--- src/rtl/channel_sequencer.sv ---
`default_nettype none
// +----------------------------------------------------------------------------+
// | Module      : channel_sequencer                                             |
// | Description : Streams channel planes from a single-port synchronous RAM     |
// |               to a conv core, one channel at a time, switching round-robin  |
// |               on hold. It optionally gathers per-kernel results into one    |
// |               ordered output stream.                                       |
// | Option      : CHANNEL_SEQUENCER_GATHER_EN enables the output gather         |
// | Revision    : 1.0 - initial release                                         |
// +----------------------------------------------------------------------------+
module channel_sequencer #(
  parameter int ADDR_WIDTH  = 16,
  parameter int DATA_WIDTH  = 32,
  parameter int N_ROWS      = 28,
  parameter int N_COLS      = 28,
  parameter int N_CHANNELS  = 3,
  parameter int N_KERNELS   = 3,
  parameter int OUTPUT_SIZE = 25,
  parameter int BASE_ADDR   = 0
) (
  input  logic                  clock_i,
  input  logic                  reset_i,
  input  logic                  start_i,
  output logic [ADDR_WIDTH-1:0] rdaddress_o,
  input  logic [DATA_WIDTH-1:0] ram_data_i,
  output logic [DATA_WIDTH-1:0] data_o [N_CHANNELS],
  output logic [N_CHANNELS-1:0] data_valid_o,
  input  logic [N_CHANNELS-1:0] hold_data_i,
  input  logic [DATA_WIDTH-1:0] result_data_i [N_KERNELS],
  input  logic [N_KERNELS-1:0]  result_valid_i,
  output logic [DATA_WIDTH-1:0] stream_data_o,
  output logic                  stream_valid_o,
  output logic                  busy_o,
  output logic                  done_o
);

  localparam int PLANE = N_ROWS * N_COLS;
  localparam int CW    = (N_CHANNELS > 1) ? $clog2(N_CHANNELS) : 1;
  localparam int RW    = $clog2(PLANE + 1);
  localparam logic [CW-1:0] LAST_CH = CW'(N_CHANNELS - 1);
  localparam logic [RW-1:0] PLANE_W = RW'(PLANE);

  typedef enum logic [2:0] {
    S_IDLE   = 3'd0,
    S_PRIME  = 3'd1,
    S_FILL   = 3'd2,
    S_STREAM = 3'd3,
    S_WAIT   = 3'd4,
    S_DONE   = 3'd5
  } state_t;

  state_t                state, state_next;
  logic [CW-1:0]         curr, curr_next, curr_inc;
  logic [ADDR_WIDTH-1:0] rd_ptr    [N_CHANNELS];
  logic [RW-1:0]         remaining [N_CHANNELS];
  logic [N_CHANNELS-1:0] loaded;
  logic [N_CHANNELS-1:0] plane_empty;
  logic                  start_ok;
  logic                  init;
  logic                  fill;
  logic                  consume;

  // A new frame is accepted only when no frame is in flight.
  assign start_ok = start_i && !busy_o;
  assign busy_o   = (state != S_IDLE) && !done_o;
  assign curr_inc = (curr == LAST_CH) ? '0 : curr + CW'(1);

  // Flag channels whose plane has been fully consumed.
  always_comb begin
    for (int c = 0; c < N_CHANNELS; c++) begin
      plane_empty[c] = (remaining[c] == '0);
    end
  end

  // State and active-channel register.
  always_ff @(posedge clock_i or posedge reset_i) begin
    if (reset_i) begin
      state <= S_IDLE;
      curr  <= '0;
    end else begin
      state <= state_next;
      curr  <= curr_next;
    end
  end

  // Next-state, read address and per-channel valid decode.
  always_comb begin
    state_next   = state;
    curr_next    = curr;
    init         = 1'b0;
    fill         = 1'b0;
    consume      = 1'b0;
    data_valid_o = '0;
    rdaddress_o  = rd_ptr[curr];
    case (state)
      S_IDLE, S_DONE: begin
        if (start_ok) begin
          init       = 1'b1;
          curr_next  = '0;
          state_next = S_PRIME;
        end
      end
      S_PRIME: begin
        state_next = loaded[curr] ? S_STREAM : S_FILL;
      end
      S_FILL: begin
        // Look one word ahead so the RAM output lines up with the bumped pointer.
        fill        = 1'b1;
        rdaddress_o = rd_ptr[curr] + ADDR_WIDTH'(1);
        state_next  = S_STREAM;
      end
      S_STREAM: begin
        data_valid_o[curr] = loaded[curr];
        consume            = loaded[curr] && !hold_data_i[curr];
        rdaddress_o        = rd_ptr[curr] + ADDR_WIDTH'(consume);
        // Hold or the last word leaving (or both at once) is one switch.
        if (hold_data_i[curr] || (remaining[curr] == RW'(consume))) begin
          curr_next  = curr_inc;
          state_next = S_WAIT;
        end
      end
      S_WAIT: begin
        if (&plane_empty) begin
          state_next = S_DONE;
        end else if (plane_empty[curr]) begin
          curr_next = curr_inc;
        end else if (!hold_data_i[curr]) begin
          state_next = S_PRIME;
        end
      end
      default: begin
        state_next = S_IDLE;
      end
    endcase
  end

  // Per-channel pointers, word counters and presented data.
  always_ff @(posedge clock_i or posedge reset_i) begin
    if (reset_i) begin
      for (int c = 0; c < N_CHANNELS; c++) begin
        rd_ptr[c]    <= '0;
        remaining[c] <= '0;
        data_o[c]    <= '0;
      end
      loaded <= '0;
    end else if (init) begin
      for (int c = 0; c < N_CHANNELS; c++) begin
        rd_ptr[c]    <= ADDR_WIDTH'(BASE_ADDR + c * PLANE);
        remaining[c] <= PLANE_W;
      end
      loaded <= '0;
    end else if (fill) begin
      data_o[curr] <= ram_data_i;
      rd_ptr[curr] <= rd_ptr[curr] + ADDR_WIDTH'(1);
      loaded[curr] <= 1'b1;
    end else if (consume) begin
      remaining[curr] <= remaining[curr] - RW'(1);
      if (remaining[curr] > RW'(1)) begin
        data_o[curr] <= ram_data_i;
        rd_ptr[curr] <= rd_ptr[curr] + ADDR_WIDTH'(1);
      end else begin
        loaded[curr] <= 1'b0;
      end
    end
  end

`ifdef CHANNEL_SEQUENCER_GATHER_EN
  localparam int KW = (N_KERNELS > 1) ? $clog2(N_KERNELS) : 1;
  localparam int OW = $clog2(N_KERNELS * OUTPUT_SIZE + 1);
  localparam logic [KW-1:0] LAST_K    = KW'(N_KERNELS - 1);
  localparam logic [OW-1:0] OUT_TOTAL = OW'(N_KERNELS * OUTPUT_SIZE);

  logic [KW-1:0] k_ptr;
  logic [OW-1:0] out_left;

  // Round-robin gather of kernel results; extra valids past the total are dropped.
  always_ff @(posedge clock_i or posedge reset_i) begin
    if (reset_i) begin
      k_ptr          <= '0;
      out_left       <= '0;
      stream_data_o  <= '0;
      stream_valid_o <= 1'b0;
    end else begin
      stream_valid_o <= 1'b0;
      if (start_ok) begin
        k_ptr    <= '0;
        out_left <= OUT_TOTAL;
      end else if (result_valid_i[k_ptr] && (out_left != '0)) begin
        stream_data_o  <= result_data_i[k_ptr];
        stream_valid_o <= 1'b1;
        k_ptr          <= (k_ptr == LAST_K) ? '0 : k_ptr + KW'(1);
        out_left       <= out_left - OW'(1);
      end
    end
  end

  assign done_o = (state == S_DONE) && (out_left == '0);
`else
  logic unused_results;

  // Results are not consumed when the gather is absent.
  always_comb begin
    unused_results = ^result_valid_i;
    for (int k = 0; k < N_KERNELS; k++) begin
      unused_results = unused_results ^ (^result_data_i[k]);
    end
  end

  assign stream_data_o  = '0;
  assign stream_valid_o = 1'b0;
  assign done_o         = (state == S_DONE);
`endif

endmodule
`default_nettype wire
--- config.mk ---
export PLATFORM = sky130hd
export DESIGN_NAME = channel_sequencer
export DESIGN_NICKNAME = d
export VERILOG_FILES = /design/src/rtl/channel_sequencer.sv
export SDC_FILE = /design/constraint.sdc
export NUM_CORES = 1
export LEC_CHECK = 0
export ABC_AREA = 1
export BUFFER_PORTS_ARGS = -buffer_cell sky130_fd_sc_hd__buf_2
export CORE_ASPECT_RATIO = 1.25
export CORE_MARGIN = 1.5
export CORE_UTILIZATION = 54
export CTS_BUF_LIST = sky130_fd_sc_hd__clkbuf_8
export DETAILED_ROUTE_END_ITERATION = 7
export PLACE_DENSITY = 0.89
export RECOVER_POWER = 25
export SYNTH_ARGS = -nofsm -noshare
export SYNTH_HDL_FRONTEND = slang
export SYNTH_SLANG_ARGS = --single-unit
--- constraint.sdc ---
create_clock -name clock_i -period 7 [get_ports clock_i]
set_clock_uncertainty 0.05 [all_clocks]
set_input_delay 1.05 -clock clock_i [delete_from_list [all_inputs] [get_ports clock_i]]
set_output_delay 1.05 -clock clock_i [all_outputs]
set_load 0.01 [all_outputs]
* After elaboration in Yosys (flattened, before gate mapping)
Index checks and enable logic that the tools add are counted.
Word-level totals: input bits 137, bits in registers 182, output and inout port bits 150
Operators by class: equal/unequal tests 15, $lt $le $gt $ge 5, add/subtract/negate cells 4, reductions and logical operators 28, bitwise logic cells 6, mux-type cells 56
Operator list (number):
- two-way mux 96 bit | 3
- two-way mux 48 bit | 4
- bitwise mux 96 bit | 1
- two-way mux 30 bit | 3
- demux 32 bit (select 2 bit) | 1
- bitwise mux 48 bit | 1
- two-way mux 16 bit | 3
- binary-select mux 16 bit (select 2 bit) | 1
- demux 16 bit (select 2 bit) | 1
- two-way mux 32 bit | 1
- case mux 16 bit (2 select lines) | 1
- bitwise mux 30 bit | 1
- logical NOT 10 bit | 3
- two-way mux 10 bit | 3
- two-way mux 3 bit | 10
- binary-select mux 10 bit (select 2 bit) | 1
- demux 10 bit (select 2 bit) | 1
- adder 16 x 1 -> 16 bit | 1
- adder 16 x 1 -> 16 bit, second input constant | 1
- case mux 3 bit (5 select lines) | 1
- nonzero test 3 bit | 4
- equality test 10 x 1 -> 1 bit | 1
- greater-than comparator 10 x 1 -> 1 bit, second input constant | 1
- two-way mux 2 bit | 5
- 31 further kinds | 61

* Logic depth before layout (Yosys ltp)
Gate-level depths: netlist of run 1.
depth after elaboration 10, depth in mapped cells 15, mapped depth without buffers 15

* Worst setup path after synthesis of run 1
No wires, ideal clock.
path kind input-to-output, start point input hold_data_i[1], end point output rdaddress_o[8], data arrival time 2.468 ns, stages on the path 13, slack 3.432 ns, path through nand3_1 -> nand2_1 -> nor2_4 -> nand2_2 -> inv_1 -> ha_1 -> ha_1 -> nand3_1 -> nor2_1 -> nand3_1 -> o21ai_0 -> o21ai_0 -> o21ai_1
On the way: longest elaborated chain between the ends 6
RTL lines:
- start, declared | RTL line 28 | input logic [N_CHANNELS-1:0] hold_data_i,
- binary-select mux 1 bit (select 2 bit) | RTL line 114 | consume = loaded[curr] && !hold_data_i[curr];
- two-way mux 1 bit (implied by the code) | RTL line 114
- logical NOT 1 bit
- logical AND 1 bit | RTL line 114
- adder 16 x 1 -> 16 bit | RTL line 115 | rdaddress_o = rd_ptr[curr] + ADDR_WIDTH'(consume);
- case mux 16 bit (2 select lines) | RTL line 95 | case (state)
- end, declared | RTL line 24 | output logic [ADDR_WIDTH-1:0] rdaddress_o,
No other way between the ends. The select of a mux whose other input is x is not followed.

* Worst setup path in the final report of run 1
start point register curr[1], end point output rdaddress_o[8]
On the way: longest elaborated chain between the ends 6, elaborated cells between the ends (all ways) 13, those cells by class 2 x add/sub; 8 x mux; 1 x bitwise; 2 x reduce/logical
RTL lines:
- start, declared | RTL line 53 | logic [CW-1:0] curr, curr_next, curr_inc;
- start signal, assigned | RTL line 82 | curr <= curr_next;
- inverter 2 -> 3 bit (implied by the code) / binary-select mux 1 bit (select 2 bit) (equally long branches)
- binary-select mux 16 bit (select 2 bit) / two-way mux 1 bit (equally long branches)
- two-way mux 16 bit (implied by the code) / logical NOT 1 bit (equally long branches)
- two-way mux 16 bit (implied by the code) / logical AND 1 bit (equally long branches)
- adder 16 x 1 -> 16 bit, on equally long branches | RTL line 115, 109
- case mux 16 bit (2 select lines) * | RTL line 95
Every way passes the cells marked *; elsewhere a longest branch is shown, timed or not. The select of a mux whose other input is x is not followed.

==> impl_metrics.tcl, run 1 <==
set metrics [dict create \
    outcome "complete, but fails checks" \
    violations "capacitance limit, slew limit" \
    ys_ff_latch 182 \
    dieHeight_um 150.0 \
    grt_use_total_pct 27.24 \
    power.leakage_nw 5.525 \
    yosysTopAreaCellShare_pct 48.76 \
    hold_path.class "reg2reg" \
    portBuffers 154 \
    ios 287 \
    vias_per_cell 5.478 \
    antenna_found_initial 0 \
    synth_cells 1190 \
    cts_resized 0 \
    drt-pass1-iter-count 7 \
    crit_type "reg2out" \
    cts.clk_slew.worst_paths_ns 0.10 \
    clock_latency_ns 0.47 \
    slew_viol_final 98 \
    relSlewSlack_pct -170.0 \
    ir_drop_v 0.0002746 \
    cpPeakStageDelay_ns 1.00 \
    synth_top_cell_by_area "dfrtp_1" \
    layout_common_cells "nand2_1, dfrtp_1, buf_2, inv_1, nand3_1" \
    area_delta_synth_final_pct 11.01 \
    critPathSlowestCell "dfrtp_1" \
    timing.hold.ws_ns 0.4396 \
    ys_warn_count 0 \
    die_x_um 120.6 \
    avgSynthCellArea_um2 7.849 \
    cts_tree "built" \
    ctsHoldBuffers 0 \
    num-nets-final 1468 \
    synthTopCellsByArea "dfrtp_1, nand2_1, nand3_1, o21ai_0, inv_1" \
    detail_route.wl_per_cell_um 15.28 \
    cp.required_ns 5.90 \
    fin_crit_ns 5.426 \
    finalCritPeriodShare_pct 77.51 \
    drive_gt1_share_pct 15.70 \
    pwr-share-seq_pct 35.1 \
    finalPower_mw 4.946 \
    num_rows 53 \
    clock.fmax_mhz 184.3 \
    p_sw_share_pct 48.10 \
    ant_nets 0 \
    p_sw_mw 2.379 \
    power.density_nw_per_um2 477.0 \
    grt_pass1_vias 8276 \
    place.gp.congestion 0.9889 \
    end_kind "output pin" \
    clock-root-buffer "clkbuf_8" \
    maxCapViolCount 1 \
    cts_max_level 4 \
    fp.dieArea_um2 18100 \
    diodes 0 \
    setup_viol 0 \
    grt_max_degree 98 \
    post-dp-hpwl_um 16250 \
    synth_area_um2 9340 \
    worst_pin_slew_ns 4.027 \
    yosysSeqAreaShare_pct 48.76 \
    fin_setup_tns_ns 0 \
    core_area_um2 16840 \
    rsz0062_at_grt "false" \
    first_iter_violations 673 \
    crit_top_cell "nand3_1" \
    ys_types 36 \
    drc_errors 0 \
    initial_core_util_pct 55.45 \
    power_frac_clock_pct 15.4 \
    layout_commonest_cell "nand2_1" \
    clock-sinks 182 \
    cts-buffers-inserted 17 \
    routed_wl_um 23800 \
    crit_family "simple AND/OR/NAND/NOR gates" \
    cp.arrival_ns 4.33 \
    pwr-share-comb_pct 49.5 \
    cts.path.max_buffers 2 \
    dr_total_vias 8535 \
    worst-path-buf-inv 3 \
    crit_path_cell_trace "inv_2, nor2_4, nand2_1, nand3_1, nand2_2, inv_1, ha_1, ha_1, nand3_1, nor2_1, nand3_1, o21ai_0, o21ai_0, o21ai_1, buf_2" \
    grt_pass1_wl_um 39080 \
    cts_setup_buffers 0 \
    cp_max_fo 20 \
    grt_overflow 0 \
    crit_path_start_kind "register" \
    p_int_mw 2.567 \
    hold_violations 0 \
]
-- per-stage QoR --
| stage | cell area, um2 | worst slack, ns | cells | utilization (%) |
|---|---|---|---|---|
| 2_1_floorplan | 9460 | 0.9563 | 1222 | - |
| 3_3_place_gp | 9987 | 2.360 | 1527 | 59.29 |
| 3_5_place_dp | 9987 | 2.251 | 1527 | 59.29 |
| 4_1_cts | 10400 | 1.678 | 1558 | 61.77 |
| 5_1_grt | 10370 | 1.266 | 1558 | 61.56 |
| 6_report | 10370 | 1.574 | 1558 | 61.56 |
-- per-layer routing --
layer | vias up | wire (um) | track usage (%)
li1 | 4003 | - | -
met1 | 3992 | 9095 | 31.20
met2 | 456 | 11650 | 46.39
met3 | 84 | 2151 | 7.431
met4 | 0 | 902 | 14.47
met5 | - | 0 | 0
-- area by class of cell --
type | count | area, um2
Fill cell | 1506 | 6475
Tap cell | 220 | 275.3
Timing Repair Buffer | 160 | 784.5
Sequential cell | 182 | 4554
Multi-Input combinational cell | 836 | 3852
Clock buffer | 17 | 234.0
Inverter | 129 | 485.5
Clock inverter | 14 | 182.7
-- worst reg2reg max path: stages (launching register included) --
cell and delay (ns):
dfrtp_1 0.76, nor2_4 0.80, inv_1 0.22, nor2_1 0.14, nor2_1 0.10, inv_2 0.14
ha_1 0.16, nor2_1 0.05, nor2_2 0.18, nand3_4 0.15, nand3_2 0.09, buf_4 0.63
inv_1 0.33, nand2_1 0.13, nand2_1 0.06
-- power by group through the flow --
stage | Combinational, mW | Clock, mW | Sequential (mW)
final | 2.45 | 0.761 | 1.74
after global routing | 2.73 | 0.811 | 1.79
after CTS | 2.44 | 0.772 | 1.73
after detailed placement | 2.44 | 0 | 1.74
after global placement | 2.34 | 0 | 1.73
after floorplan | 1.66 | 0 | 1.81
-- kinds of logic (layout without fill, tap and decap cells) --
logic type | after synthesis | count (layout) | synth area share, %
simple gates | 599 | 599 | 27.96
other cells | 1 | 33 | 0.04015
buf+inv | 204 | 320 | 11.28
xor+xnor | 7 | 7 | 0.6564
fa+ha+maj | 5 | 5 | 0.6698
compound gates | 192 | 192 | 10.64
flops | 182 | 182 | 48.76
-- cells in the mapped netlist --
master	n
nand3_1	100
o21ai_1	75
nand4_1	12
a22oi_1	1
nor2_1	78
nor3_1	4
or2_2	2
buf_4	41
clkinv_1	1
o211ai_1	3
o31ai_1	1
nand3_4	1
nand3b_1	1
clkbuf_1	7
o221ai_1	2
nand3b_2	1
nand2_1	367
o21ai_0	94
nand2_2	3
dfrtp_1	182
a31oi_1	3
and2_1	1
nand2_4	1
nand3_2	12
ha_1	5
nor2_2	8
conb_1	1
o22ai_1	7
a21oi_1	6
inv_2	7
xnor2_1	1
inv_1	121
buf_6	16
nor2_4	8
buf_2	11
xor2_1	6
-- path summary, 6_finish.rpt --
check | start | end | slack, ns | cells past startpoint
worst min-delay path | data_o[91]$_DFFE_PP0P_ | data_o[91]$_DFFE_PP0P_ | 0.44 | 2
worst max-delay path | curr[1]$_DFFE_PP0P_ | rdaddress_o[8] | 1.57 | 15
max in group asynchronous | reset_i | remaining[28]$_DFFE_PP0P_ | 2.82 | 3
worst min register to register | data_o[91]$_DFFE_PP0P_ | data_o[91]$_DFFE_PP0P_ | 0.44 | 2
worst max register to register | curr[1]$_DFFE_PP0P_ | rd_ptr[44]$_DFFE_PP0P_ | 2.90 | 14
min in group asynchronous | reset_i | data_o[3]$_DFFE_PP0P_ | 1.72 | 2
-- registers in the layout, indices dropped and copies added, names as in the netlist --
name	cells
remaining	30
rd_ptr	48
data_o	96
state	3
loaded	3
curr	2
(Power assumes the default switching activity.)
==> inputs of run 2 (changes only) <==
--- a/config.mk
+++ b/config.mk
@@ -5,14 +5,14 @@
 export SDC_FILE = /design/constraint.sdc
 export NUM_CORES = 1
 export LEC_CHECK = 0
-export ABC_AREA = 1
+export ABC_AREA = 0
 export BUFFER_PORTS_ARGS = -buffer_cell sky130_fd_sc_hd__buf_2
 export CORE_ASPECT_RATIO = 1.25
 export CORE_MARGIN = 1.5
-export CORE_UTILIZATION = 54
+export CORE_UTILIZATION = 53
 export CTS_BUF_LIST = sky130_fd_sc_hd__clkbuf_8
 export DETAILED_ROUTE_END_ITERATION = 7
-export PLACE_DENSITY = 0.89
+export PLACE_DENSITY = 0.88
 export RECOVER_POWER = 25
 export SYNTH_ARGS = -nofsm -noshare
 export SYNTH_HDL_FRONTEND = slang
==> constraint.sdc (replaced) <==
create_clock -name clock_i -period 5.25 [get_ports clock_i]
set_clock_uncertainty 0.05 [all_clocks]
set_input_delay 0.7875 -clock clock_i [delete_from_list [all_inputs] [get_ports clock_i]]
set_output_delay 0.7875 -clock clock_i [all_outputs]
set_load 0.01 [all_outputs]
==> run 2 against run 1 <==
  * The run still ends with capacitance limit, slew limit left
  * Critical path depth fell by 3
  * Via count down 19%
  * Sequential power increased by 30%
==> impl_metrics.tcl, run 2 <==
set metrics [dict create \
    timing.hold.ws_ns 0.4433 \
    grt_max_degree 88 \
    dieHeight_um 149.9 \
    layout_common_cells "dfrtp_1, buf_2, mux2_2, nand3_1, o21ai_0" \
    fin_setup_tns_ns 0 \
    pwr-share-seq_pct 37.4 \
    diodes 0 \
    cp.arrival_ns 3.92 \
    clock-root-buffer "clkbuf_8" \
    setup_viol 0 \
    cts_max_level 4 \
    portBuffers 154 \
    multi_input_area_um2 4134 \
    fin_crit_ns 4.754 \
    routed_wl_um 20550 \
    core_area_um2 16840 \
    ctsHoldBuffers 0 \
    synth_commonest_cells "dfrtp_1, mux2_2, nand3_1, o21ai_0, nor2_1" \
    grt_overflow 0 \
    regArea_um2 4556 \
    violations "capacitance limit, slew limit" \
    finalPower_mw 6.065 \
    relSlewSlack_pct -48.75 \
    grt_use_total_pct 23.77 \
    drc_errors 0 \
    ys_warn_count 0 \
    vias_per_cell 5.760 \
    antenna_found_initial 0 \
    synthTopCellsByArea "dfrtp_1, mux2_2, nand3_1, o21ai_0, mux2i_1" \
    n_fill_cell 1390 \
    synth_top_cell_by_area "dfrtp_1" \
    num-nets-final 1108 \
    layout_commonest_cell "dfrtp_1" \
    hold_violations 0 \
    dr_total_vias 6906 \
    finalCritPeriodShare_pct 90.55 \
    avgSynthCellArea_um2 10.97 \
    yosysTopAreaCellShare_pct 49.79 \
    detail_route.wl_per_cell_um 17.14 \
    synthFlopType "dfrtp_1" \
    ys_async_sr_fraction_pct 100.0 \
    largest_reg_flops 96 \
    cts-buffers-inserted 17 \
    outcome "complete, but fails checks" \
    drive_gt1_share_pct 31.46 \
    cp.required_ns 4.41 \
    cts_setup_buffers 0 \
    synth-edff-count 0 \
    crit_path_start_kind "register" \
    power.leakage_nw 4.636 \
    cp_max_fo 33 \
    yosysSeqAreaShare_pct 49.79 \
    ys_types 64 \
    clock_latency_ns 0.45 \
    ir_drop_v 0.0003981 \
    maxCapViolCount 2 \
    die_x_um 120.5 \
    place.gp.congestion 0.9206 \
    end_kind "output pin" \
    drt-pass1-iter-count 4 \
    grt_pass1_vias 7044 \
    p_sw_mw 2.490 \
    initial_core_util_pct 54.30 \
    slew_viol_final 138 \
    clock-sinks 182 \
    reg_top3 "data_o (96), rd_ptr (48), remaining (30)" \
    synth_cells 834 \
    rsz0062_at_grt "false" \
    synth_area_um2 9146 \
    power_frac_clock_pct 17.2 \
    p_sw_share_pct 41.05 \
    area_delta_synth_final_pct 12.48 \
    top_register "data_o" \
    hold_path.class "reg2reg" \
    ant_nets 0 \
    post-dp-hpwl_um 13820 \
    cts_tree "built" \
    fin_util_pct 61.08 \
    power.density_nw_per_um2 589.6 \
    worst_pin_slew_ns 2.219 \
    ys_ff_latch 182 \
    grt_pass1_wl_um 34230 \
    pwr-share-comb_pct 45.5 \
    first_iter_violations 373 \
    num_rows 53 \
    synth.most_common_cell "dfrtp_1" \
    cts.path.max_buffers 2 \
    cts_resized 0 \
    cts.clk_slew.worst_paths_ns 0.10 \
    fp.dieArea_um2 18060 \
    clock.fmax_mhz 210.3 \
    crit_type "reg2out" \
    ios 287 \
    p_int_mw 3.575 \
]
## run 2: metrics by stage
stage               worst slack, ns  cell area, um2  cells
finish                       0.4959           10290   1199
CTS                          0.5777           10300   1199
detailed placement            1.004            9861   1167
floorplan                     1.826            9270    866
global placement              1.099            9861   1167
global route                 0.2842           10290   1199
## run 2: cells by family after synthesis
logic type	synth area share [%]
muxes	15.92
buffers and inverters	6.347
other	0.04100
AOI/OAI and AO/OA	12.23
adders and majority gates	0.6840
and+or+nand+nor	12.39
xor gates and xnor gates	2.586
DFF	49.79
## run 2: critical path, cell delays in order, from the launching register on
cell	delay (ns)
dfrtp_2	0.54
buf_4	0.51
mux2i_1	0.15
o22ai_1	0.33
nand2_1	0.20
inv_1	0.10
ha_1	0.20
and3_1	0.26
nor4b_2	0.45
nor2_1	0.13
o31ai_1	0.26
nand4_1	0.15
buf_2	0.17
## run 2: worst paths after layout
check	startpoint	to	slack, ns	depth (start not counted)
worst min-delay path	data_o[75]$_DFFE_PP0P_	data_o[75]$_DFFE_PP0P_	0.44	1
max in group asynchronous	reset_i	data_o[35]$_DFFE_PP0P_	1.52	3
worst max-delay path	curr[1]$_DFFE_PP0P_	rdaddress_o[13]	0.50	12
worst min register to register	data_o[75]$_DFFE_PP0P_	data_o[75]$_DFFE_PP0P_	0.44	1
worst max register to register	curr[1]$_DFFE_PP0P_	data_o[8]$_DFFE_PP0P_	1.48	8
min in group asynchronous	reset_i	data_o[31]$_DFFE_PP0P_	0.86	2
## run 2: power by group through the flow
stage / Combinational [mW] / Clock, mW / Sequential [mW]
final: 2.76 / 1.04 / 2.27
after global routing: 3.01 / 1.12 / 2.33
after CTS: 2.77 / 1.07 / 2.26
after detailed placement: 2.75 / 0 / 2.28
after global placement: 2.67 / 0 / 2.24
after floorplan: 1.83 / 0 / 2.37
## run 2: routing by layer
metal,GRT usage (%),vias up,share of wire (%)
li1,-,3186,-
met1,28.04,3390,40
met2,40.17,279,50
met3,7.012,51,6.9
met4,10.59,0,2.9
met5,0,-,0
## run 2: layout make-up
cell class / count / area share (%)
Clock buffer: 17 / 2.274
Timing Repair Buffer: 163 / 8.125
Multi-Input combinational cell: 591 / 40.18
Inverter: 11 / 0.4135
Tap cell: 220 / 2.676
Sequential cell: 182 / 44.28
Clock inverter: 15 / 2.043
